<file path="config.mk">
export PLATFORM = sky130hd
export DESIGN_NAME = mem_arbiter
export DESIGN_NICKNAME = d
export VERILOG_FILES = /design/src/rtl/mem_arbiter.sv
export SDC_FILE = /design/constraint.sdc
export NUM_CORES = 1
export LEC_CHECK = 0
export BUFFER_PORTS_ARGS = -buffer_cell sky130_fd_sc_hd__buf_2
export CORE_ASPECT_RATIO = 0.75
export CORE_UTILIZATION = 38
export DETAILED_ROUTE_END_ITERATION = 8
export PLACE_DENSITY = 0.77
export SETUP_SLACK_MARGIN = 0.02
export SYNTH_ARGS = -nofsm -noshare
export SYNTH_HDL_FRONTEND = slang
export SYNTH_SLANG_ARGS = --single-unit
</file>
<file path="constraint.sdc">
create_clock -name clk -period 1.8 [get_ports clk]
set_input_delay 0.09 -clock clk [delete_from_list [all_inputs] [get_ports clk]]
set_output_delay 0.09 -clock clk [all_outputs]
set_load 0.005 [all_outputs]
</file>
<file path="src/rtl/mem_arbiter.sv">
// Purpose: shares one memory port between instruction fetch and data access, with alignment checks and a watchdog.
// Latency: grant at the first edge and mem_req the cycle after; completion pulses combinationally with mem_ready (2 cycles minimum).
// Backpressure: requesters hold req until their ready pulse; nothing is queued, and mem_req holds until mem_ready or timeout.
module mem_arbiter #(
  parameter int AW      = 32,
  parameter int DW      = 32,
  parameter int TIMEOUT = 64
) (
  input  logic          clk,
  input  logic          rst,
  input  logic          i_req,
  input  logic [AW-1:0] i_addr,
  output logic          i_ready,
  output logic [DW-1:0] i_rdata,
  output logic          i_err,
  input  logic          d_req,
  input  logic          d_we,
  input  logic [1:0]    d_size,
  input  logic [AW-1:0] d_addr,
  input  logic [DW-1:0] d_wdata,
  output logic          d_ready,
  output logic [DW-1:0] d_rdata,
  output logic          d_err,
  output logic          mem_req,
  output logic          mem_we,
  output logic [1:0]    mem_size,
  output logic [AW-1:0] mem_addr,
  output logic [DW-1:0] mem_wdata,
  input  logic          mem_ready,
  input  logic [DW-1:0] mem_rdata,
  output logic          busy,
  output logic          owner
);

  typedef enum logic [1:0] {
    IDLE  = 2'd0,
    IBUSY = 2'd1,
    DBUSY = 2'd2,
    ERR   = 2'd3
  } state_t;

  // Counter only needs to reach TIMEOUT-1; it saturates at all-ones.
  localparam int CW = (TIMEOUT > 1) ? $clog2(TIMEOUT) : 1;
  localparam int TO_M1 = (TIMEOUT > 0) ? TIMEOUT - 1 : 0;
  localparam logic [CW-1:0] TO_LAST = TO_M1[CW-1:0];

  state_t          state_q, state_d;
  // The last granted side doubles as the owner output and the fairness bit.
  logic            last_d_q, last_d_d;
  logic [CW-1:0]   cnt_q, cnt_d;
  logic            mem_req_q, mem_req_d;
  logic            mem_we_q, mem_we_d;
  logic [1:0]      mem_size_q, mem_size_d;
  logic [AW-1:0]   mem_addr_q, mem_addr_d;
  logic [DW-1:0]   mem_wdata_q, mem_wdata_d;

  logic            grant_d, grant_i;
  logic            d_bad, i_bad;
  logic            done;
  logic            done_err;
  logic [DW-1:0]   done_rdata;

  assign grant_d = d_req && (!last_d_q || !i_req);
  assign grant_i = !grant_d && i_req;
  assign d_bad   = (d_size == 2'd3) ||
                   ((d_size == 2'd1) && d_addr[0]) ||
                   ((d_size == 2'd2) && (d_addr[1:0] != 2'b00));
  assign i_bad   = (i_addr[1:0] != 2'b00);

  // Next-state logic: arbitration in IDLE, completion / watchdog in the busy states.
  always_comb begin
    state_d     = state_q;
    last_d_d    = last_d_q;
    cnt_d       = cnt_q;
    mem_req_d   = mem_req_q;
    mem_we_d    = mem_we_q;
    mem_size_d  = mem_size_q;
    mem_addr_d  = mem_addr_q;
    mem_wdata_d = mem_wdata_q;
    done        = 1'b0;
    done_err    = 1'b0;
    done_rdata  = '0;
    unique case (state_q)
      IDLE: begin
        if (grant_d) begin
          last_d_d = 1'b1;
          cnt_d    = '0;
          if (d_bad) begin
            state_d = ERR;
          end else begin
            state_d     = DBUSY;
            mem_req_d   = 1'b1;
            mem_we_d    = d_we;
            mem_size_d  = d_size;
            mem_addr_d  = d_addr;
            mem_wdata_d = d_wdata;
          end
        end else if (grant_i) begin
          last_d_d = 1'b0;
          cnt_d    = '0;
          if (i_bad) begin
            state_d = ERR;
          end else begin
            state_d     = IBUSY;
            mem_req_d   = 1'b1;
            mem_we_d    = 1'b0;
            mem_size_d  = 2'd2;
            mem_addr_d  = i_addr;
            mem_wdata_d = '0;
          end
        end
      end
      IBUSY, DBUSY: begin
        if (mem_ready) begin
          done       = 1'b1;
          // Stores return zero rather than whatever the memory drives.
          done_rdata = mem_we_q ? '0 : mem_rdata;
          mem_req_d  = 1'b0;
          state_d    = IDLE;
        end else if ((TIMEOUT != 0) && (cnt_q == TO_LAST)) begin
          done      = 1'b1;
          done_err  = 1'b1;
          mem_req_d = 1'b0;
          state_d   = IDLE;
        end else if (cnt_q != '1) begin
          cnt_d = cnt_q + 1'b1;
        end
      end
      ERR: begin
        done     = 1'b1;
        done_err = 1'b1;
        state_d  = IDLE;
      end
      default: state_d = IDLE;
    endcase
  end

  // State and memory-port registers; reset aborts any transaction without a pulse.
  always_ff @(posedge clk or negedge rst) begin
    if (!rst) begin
      state_q     <= IDLE;
      last_d_q    <= 1'b0;
      cnt_q       <= '0;
      mem_req_q   <= 1'b0;
      mem_we_q    <= 1'b0;
      mem_size_q  <= 2'd0;
      mem_addr_q  <= '0;
      mem_wdata_q <= '0;
    end else begin
      state_q     <= state_d;
      last_d_q    <= last_d_d;
      cnt_q       <= cnt_d;
      mem_req_q   <= mem_req_d;
      mem_we_q    <= mem_we_d;
      mem_size_q  <= mem_size_d;
      mem_addr_q  <= mem_addr_d;
      mem_wdata_q <= mem_wdata_d;
    end
  end

  // Completion is steered to the latched owner only, so both readies are never high together.
  always_comb begin
    i_ready = done && !last_d_q;
    i_err   = done_err && !last_d_q;
    i_rdata = last_d_q ? '0 : done_rdata;
    d_ready = done && last_d_q;
    d_err   = done_err && last_d_q;
    d_rdata = last_d_q ? done_rdata : '0;
  end

  assign mem_req   = mem_req_q;
  assign mem_we    = mem_we_q;
  assign mem_size  = mem_size_q;
  assign mem_addr  = mem_addr_q;
  assign mem_wdata = mem_wdata_q;
  assign busy      = (state_q != IDLE);
  assign owner     = last_d_q;

endmodule
</file>
==> results of run 1 <==
registers in the layout (all words and copies together), names as in the netlist:
signal and cells:
state_q 2, owner 1, mem_wdata 32, mem_addr 32
cnt_q 6, mem_req 1, mem_we 1, mem_size 2
layout make-up:
type,count,area [um2]
multi-input combinational,258,2300
fill,748,3210
clock buffer,10,229
inverter,4,15.0
tap,136,170
timing repair buffer,336,2430
clock inverter,6,87.6
sequential,77,1930
critical path, cell delays in order, from the launching register on:
cell and delay [ns]:
dfrtp_1 0.37, inv_2 0.06, ha_4 0.30, buf_4 0.12
nor2b_1 0.18, buf_4 0.15, a31oi_4 0.09, nor3_1 0.15
buf_2 0.14
through the flow:
stage / total power (uW) / utilization / setup slack (ns)
after floorplan: 4780 / - / 0.0203
after global placement: 6380 / 0.551 / 0.0236
after detailed placement: 6540 / 0.551 / -0.0720
after CTS: 8930 / 0.615 / -0.0979
after global routing: 10600 / 0.690 / -0.255
final: 10100 / 0.690 / -0.178
logic make-up (layout without fill, tap and decap cells):
group / Yosys count / in the layout / share of synthesized area
mux: 65 / 65 / 0.178
compound gates: 66 / 66 / 0.127
flops: 77 / 77 / 0.471
simple gates: 124 / 124 / 0.177
buf+inv: 29 / 356 / 0.0376
fa+ha+maj: 3 / 3 / 0.00917
placed cells by master, fill, tap and decap left out, drive strengths merged, types with 6 or more instances in the layout:
master       Yosys  final
nor2             7      7
dfrtp           77     77
nand2           16     16
a21o            18     18
o21ai            7      7
dlygate4sd3      0     16
buf             10    315
and3            16     16
a21oi            6      6
a22o            20     20
mux2            64     64
and2            65     65
clkbuf          15     15
worst min path at each step:
stage | start | end | slack (ns) | cells after the start
floorplan | rst | cnt_q[0] | -0.21 | 0
global placement | rst | mem_addr[13] | 0.1 | 1
detailed placement | rst | mem_addr[13] | 0.11 | 1
CTS | d_wdata[30] | mem_wdata[30] | 0.0006 | 2
global route | d_wdata[24] | mem_wdata[24] | 0.008 | 2
finish | d_wdata[24] | mem_wdata[24] | 0.0004 | 2
per-layer routing:
metal  track usage  vias to the layer above  wire length, um
met5             0                        -                0
met4        0.0854                        0              364
met3        0.0529                       38             1010
met2         0.407                      221             7840
met1         0.270                     2125             5900
li1              -                     1932                -
power breakdown:
group / switching (uW) / total [uW] / leakage (uW) / internal, uW
clock: 708 / 1920 / 0.000156 / 1210
sequential: 487 / 2980 / 0.000966 / 2500
combinational: 2120 / 5150 / 0.00283 / 3030
what timing repair did:
item                       4_1_cts  5_1_grt
pin swaps                       11       41
setup endpoints to repair       75      107
buffers inserted                 8        9
gates resized for setup         19      124
gates cloned                     2        9
hold endpoints to repair        54        0
hold buffers                    16        0
==> parameters.txt, run 1 <==
Parameter                              Value

Setup path
  Worst R2R Start    owner
  CP required    1.71 ns
  Worst r2r dst    mem_addr[12]
  Category of the worst setup path launch point    register
  Worst Setup EP    i_err
  Start-to-end type of the worst setup path    reg -> out
  Worst setup path start    state_q[0]
  Number of cells traversed by the worst register-to-register path    6
  Worst-path maximum fanout    4
  Arrival time worst endpoint    roughly 1.9 ns
  Nature of the critical path endpoint    primary output
  Minimum setup slack among reg-to-reg paths    approximately 0.010 ns

Drt
  Remaining design rule violation count    0
  Via count    approximately 4300
  Wire length per cell    roughly 18 um
  Drt first pass iters    4
  Routed Antenna Nets    0
  Wire length after detailed routing    15.1 mm
  Initial detailed-routing violation count    around 180
  Drt via density    around 5.2

Finish
  Net count reported at finish    ~830
  Post-route cell area    slightly above 7000 um2
  Area added between synthesis and finish    74.7%
  Diodes inserted    0
  Layout Cells excl Fill    827
  Share of cells above drive strength 1    0.656

Synthesis
  Mean cell area of the mapped netlist    11.3 um2
  Leading area contributor after synthesis    dfrtp_1
  Cells taking the most area after synthesis    dfrtp_1 47%, and2_1 9.9%, mux2_1 9.1%
  Most instantiated library cell after synthesis    dfrtp_1
  Sequential cell area fraction in the yosys report    0.471
  Count of different cell masters after synthesis    40
  Synthesized netlist net count    about 500
  Number of flops mapped to enable cells by yosys    0
  Cell area after synthesis    between 4000 and 5000 um2
  Asr flop ratio synth    1.00
  Synthesis-stage register bit count    slightly below 80
  Top flip-flop cell by instance count after synthesis    dfrtp_1
  Fraction of post-synthesis cell area in the top cell type by area    0.471
  Number of standard cells after synthesis    around 360
  Yosys warns    0
  Leading post-synthesis cells by instance count    77 x dfrtp_1, 65 x and2_1, 33 x mux2_1

Timing
  Final worst clock skew    0.00553 ns
  Transition at the pin with the smallest max-transition slack    0.526 ns
  Summed negative setup slack over all endpoints    -8.07 ns
  Final Worst Setup Slack    -0.178 ns
  Share of the clock period used by the worst path    1.10
  Minimum clock period after layout    ~2 ns
  RSZ-0062 raised after global routing    true
  Headroom to the max-slew limit    0.650
  Count of endpoints failing hold in the final timing report    0
  Number of failing setup endpoints in the final timing report    67
  Highest Clock Rate    506 MHz
  Total count of max-transition violations in the final report    0
  Hold slack    0.000352 ns

Power
  Worst supply voltage drop on vdd    0.729 mV
  Leakage power summed over all cells    slightly below 0.004 uW
  Power density of the placed cells    approximately 1400 nW/um2

Placement
  Number of cells after detailed placement    about 770
  Port-buffer cells    273
  Placement-stage cell area    around 5700 um2
  Final RePlAce weighted congestion    between 0.8 and 0.9
  DPL Wire Length    9.18 mm

Floorplanning
  Die Width    roughly 120 um
  Total die area    around 11000 um2
  Initial cell density of the core    0.395
  Die Ht    91.9 um
  Boundary Pins    274
  Number of core rows    32
  Area of the core    10400 um2

Global routing
  Grt total ovfl    0
  Largest net degree at the start of global routing    43
  Wire length of the first global-routing pass    about 20 mm
  Initial antenna violation count    0
  GRT Overall Usage    0.230
  Vias in the first global route    ~4200

Clock tree
  Clock root cell    clkbuf_16
  CTS Buf Count    9
  Clk_lat worst skew    ~0.33 ns
  Number of sinks driven by the clock tree    77
  Clk pin slew, worst setup/hold paths    around 0.060 ns
  Number of buffers on the longest clock path    2
  CTS H-Tree Depth    3
  Clock tree from TritonCTS    built

Run status
  Result of the run    finished, violations left
  Failing checks    negative setup slack

Hold path
  Hold WC Path Type    in -> reg

Job
  Max-cap violation count    0
No activity file was read; power rests on OpenSTA's default activity.
==> inputs of run 2 (changes only) <==
==> constraint.sdc (replaced) <==
create_clock -name clk -period 1.7 [get_ports clk]
set_input_delay 0.085 -clock clk [delete_from_list [all_inputs] [get_ports clk]]
set_output_delay 0.085 -clock clk [all_outputs]
set_load 0.005 [all_outputs]
==> run 2 against run 1 <==
Clock skew increased by 0.0050 ns. Core utilization decreased by 1.2 points. Sequential power increased by 6%. Critical endpoint is now i_rdata[16]. The run still ends with negative setup slack left. Largest cell class is now multi-input gates.
==> parameters.txt, run 2 (synthesis results as in run 1) <==
Parameter                              Value

Run status
  Result of the run    finished, violations left
  Failing checks    negative setup slack

Placement
  Port-buffer cells    273 (unchanged)
  DPL Wire Length    9.10 mm (-0.88%)
  Final RePlAce weighted congestion    0.881 (-1.1%)
  Placement-stage cell area    5780 um2 (+1.2%)
  Number of cells after detailed placement    772 (+0.65%)
  Worst slack at placement    -0.128 ns (-0.0560 ns)

Finish
  Net count reported at finish    824 (-0.12%)
  Commonest non-fill, non-tap cell in the layout    buf_2
  Share of cells above drive strength 1    0.642 (-0.0135)
  Highest-count cells in the layout ignoring fill and taps    253 x buf_2, 76 x dfrtp_1, 46 x and2_1
  Diodes inserted    0 (unchanged)
  Area added between synthesis and finish    71.7%
  Post-route cell area    7030 um2 (-1.7%)
  Layout Cells excl Fill    826 (-0.12%)

Drt
  Drt first pass iters    4 (unchanged)
  Initial detailed-routing violation count    123 (-30%)
  Remaining design rule violation count    0 (unchanged)
  Routed Antenna Nets    0 (unchanged)
  Drt via density    5.02 (-3.9%)
  Wire length per cell    17.0 um (-6.7%)
  Wire length after detailed routing    14.1 mm (-6.8%)
  Via count    4144 (-4.0%)

Timing
  Share of the clock period used by the worst path    1.13
  RSZ-0062 raised after global routing    true
  Transition at the pin with the smallest max-transition slack    0.486 ns (-0.0399 ns)
  Final worst clock skew    0.0105 ns (+0.00500 ns)
  Minimum clock period after layout    roughly 1.9 ns
  Highest Clock Rate    ~520 MHz
  Headroom to the max-slew limit    0.676 (+0.0266)
  Final Worst Setup Slack    -0.215 ns (-0.0366 ns)
  Number of failing setup endpoints in the final timing report    99 (+48%)
  Hold slack    0.0618 ns (+0.0614 ns)
  Count of endpoints failing hold in the final timing report    0 (unchanged)
  Total count of max-transition violations in the final report    0 (unchanged)

Power
  Leakage power summed over all cells    0.00397 uW (+0.41%)
  Power density of the placed cells    1490 nW/um2 (+6.1%)
  Worst supply voltage drop on vdd    0.940 mV (+29%)

Setup path
  Sequence of cells on the critical path    inv_2, ha_4, nand2_4, nor3_4, buf_6, buf_16, and2_4, buf_6
  CP required    1.62 ns (-0.09 ns)
  Worst R2R Start    owner
  Nature of the critical path endpoint    primary output
  Worst-path maximum fanout    8 (+4)
  Number of buffers and inverters on the critical path    4 (unchanged)
  Critical Path Most Common Cell    buf_6
  Number of cells traversed by the worst register-to-register path    6 (unchanged)
  Delay of the slowest critical-path stage    0.36 ns (about the same)
  Category of the worst setup path launch point    register
  Cell type group with the largest total delay on the critical path    buffers and inverters
  Minimum setup slack among reg-to-reg paths    -0.12 ns (-0.13 ns)
  Library cell contributing the largest single delay on the critical path    dfrtp_1
  Worst r2r dst    mem_addr[8]
  Arrival time worst endpoint    1.83 ns (-0.06 ns)
  Start-to-end type of the worst setup path    reg -> out

Floorplanning
  Number of core rows    32 (unchanged)
  Die Width    122 um (unchanged)
  Area of the core    10400 um2 (unchanged)
  Die Ht    91.9 um (unchanged)
  Initial cell density of the core    0.395 (unchanged)
  Boundary Pins    274 (unchanged)
  Total die area    11200 um2 (unchanged)

Clock tree
  Number of buffers on the longest clock path    2 (unchanged)
  Number of sinks driven by the clock tree    77 (unchanged)
  Clock root cell    clkbuf_16
  CTS H-Tree Depth    3 (unchanged)
  Clk pin slew, worst setup/hold paths    0.06 ns (about the same)
  CTS Buf Count    9 (unchanged)
  Clk_lat worst skew    0.33 ns (about the same)
  Clock tree from TritonCTS    built

Hold path
  Hold WC Path Type    in -> reg
  Number of instances on the worst hold path    3 (+1)
  Worst min-delay path startpoint    d_wdata[6]
  Capture endpoint of the worst hold path    mem_wdata[6]

Global routing
  GRT Overall Usage    0.252 (+0.0219)
  Largest net degree at the start of global routing    42 (-2.3%)
  Initial antenna violation count    0 (unchanged)
  Vias in the first global route    4294 (+3.4%)
  Grt total ovfl    0 (unchanged)
  Wire length of the first global-routing pass    21.6 mm (+8.3%)

Job
  Max-cap violation count    0 (unchanged)
## run 2: cell count changes in the layout (fill, tap and decap cells not counted), sizes merged
cell	delta
clkinv	-2
buf	+1
inv	+1
clkbuf	-3
dlygate4sd3	+2
## run 2: routing by layer
metal | part of all wire | wire length (um) | track usage | vias up
li1 | - | - | - | 1930
met1 | 0.42 | 5910 | 0.318 | 2030
met2 | 0.50 | 6990 | 0.422 | 161
met3 | 0.069 | 971 | 0.0659 | 23
met4 | 0.015 | 208 | 0.0741 | 0
met5 | 0 | 0 | 0 | -
## run 2: where the power goes
group	switching [uW]	total, uW	internal, uW
clock	735	2070	1330
combinational	2180	5250	3070
sequential	513	3160	2650
total	3430	10500	7050
## run 2: repair_timing
item,in CTS,in global routing
hold endpoints to repair,53,0
setup buffers,11,3
hold buffers,18,0
gates cloned,10,1
resized for setup,67,53
pin swaps,14,13
setup endpoints to repair,116,144
## run 2: worst register-to-register path: cells and delay by family (launching register included)
kind | cells | cell delay [ns]
compound gates | 3 | 0.65
flops | 1 | 0.41
buf+inv | 2 | 0.34
mux | 1 | 0.30
## run 2: cell type report
class,instances,area (um2)
well taps,136,170
fillers,774,3340
flip-flops and latches,77,1930
multi-input cells,258,2310
clock inverters,5,82.6
inverters,4,17.5
repair buffers,335,2280
clock buffers,11,243
## run 2: stage by stage
stage          TNS (ns)  total power [uW]  utilization
2_1_floorplan     -2.79              5270            -
3_3_place_gp     -0.108              6930        0.557
3_5_place_dp     -0.316              7080        0.557
4_1_cts          -12.79             10300        0.664
5_1_grt          -23.09             11100        0.678
6_report         -13.94             10500        0.678
## run 2: how the worst max path moves through the flow
stage                     startpoint          end  slack, ns  cells past startpoint
after floorplan                owner  mem_addr[0]      -0.06                      7
after global placement    state_q[0]     cnt_q[5]      -0.06                      6
after detailed placement  state_q[0]     cnt_q[5]      -0.13                      6
after CTS                 state_q[0]  d_rdata[30]      -0.20                      8
after global routing      state_q[1]  i_rdata[17]      -0.30                      8
final                     state_q[1]  i_rdata[16]      -0.21                      8
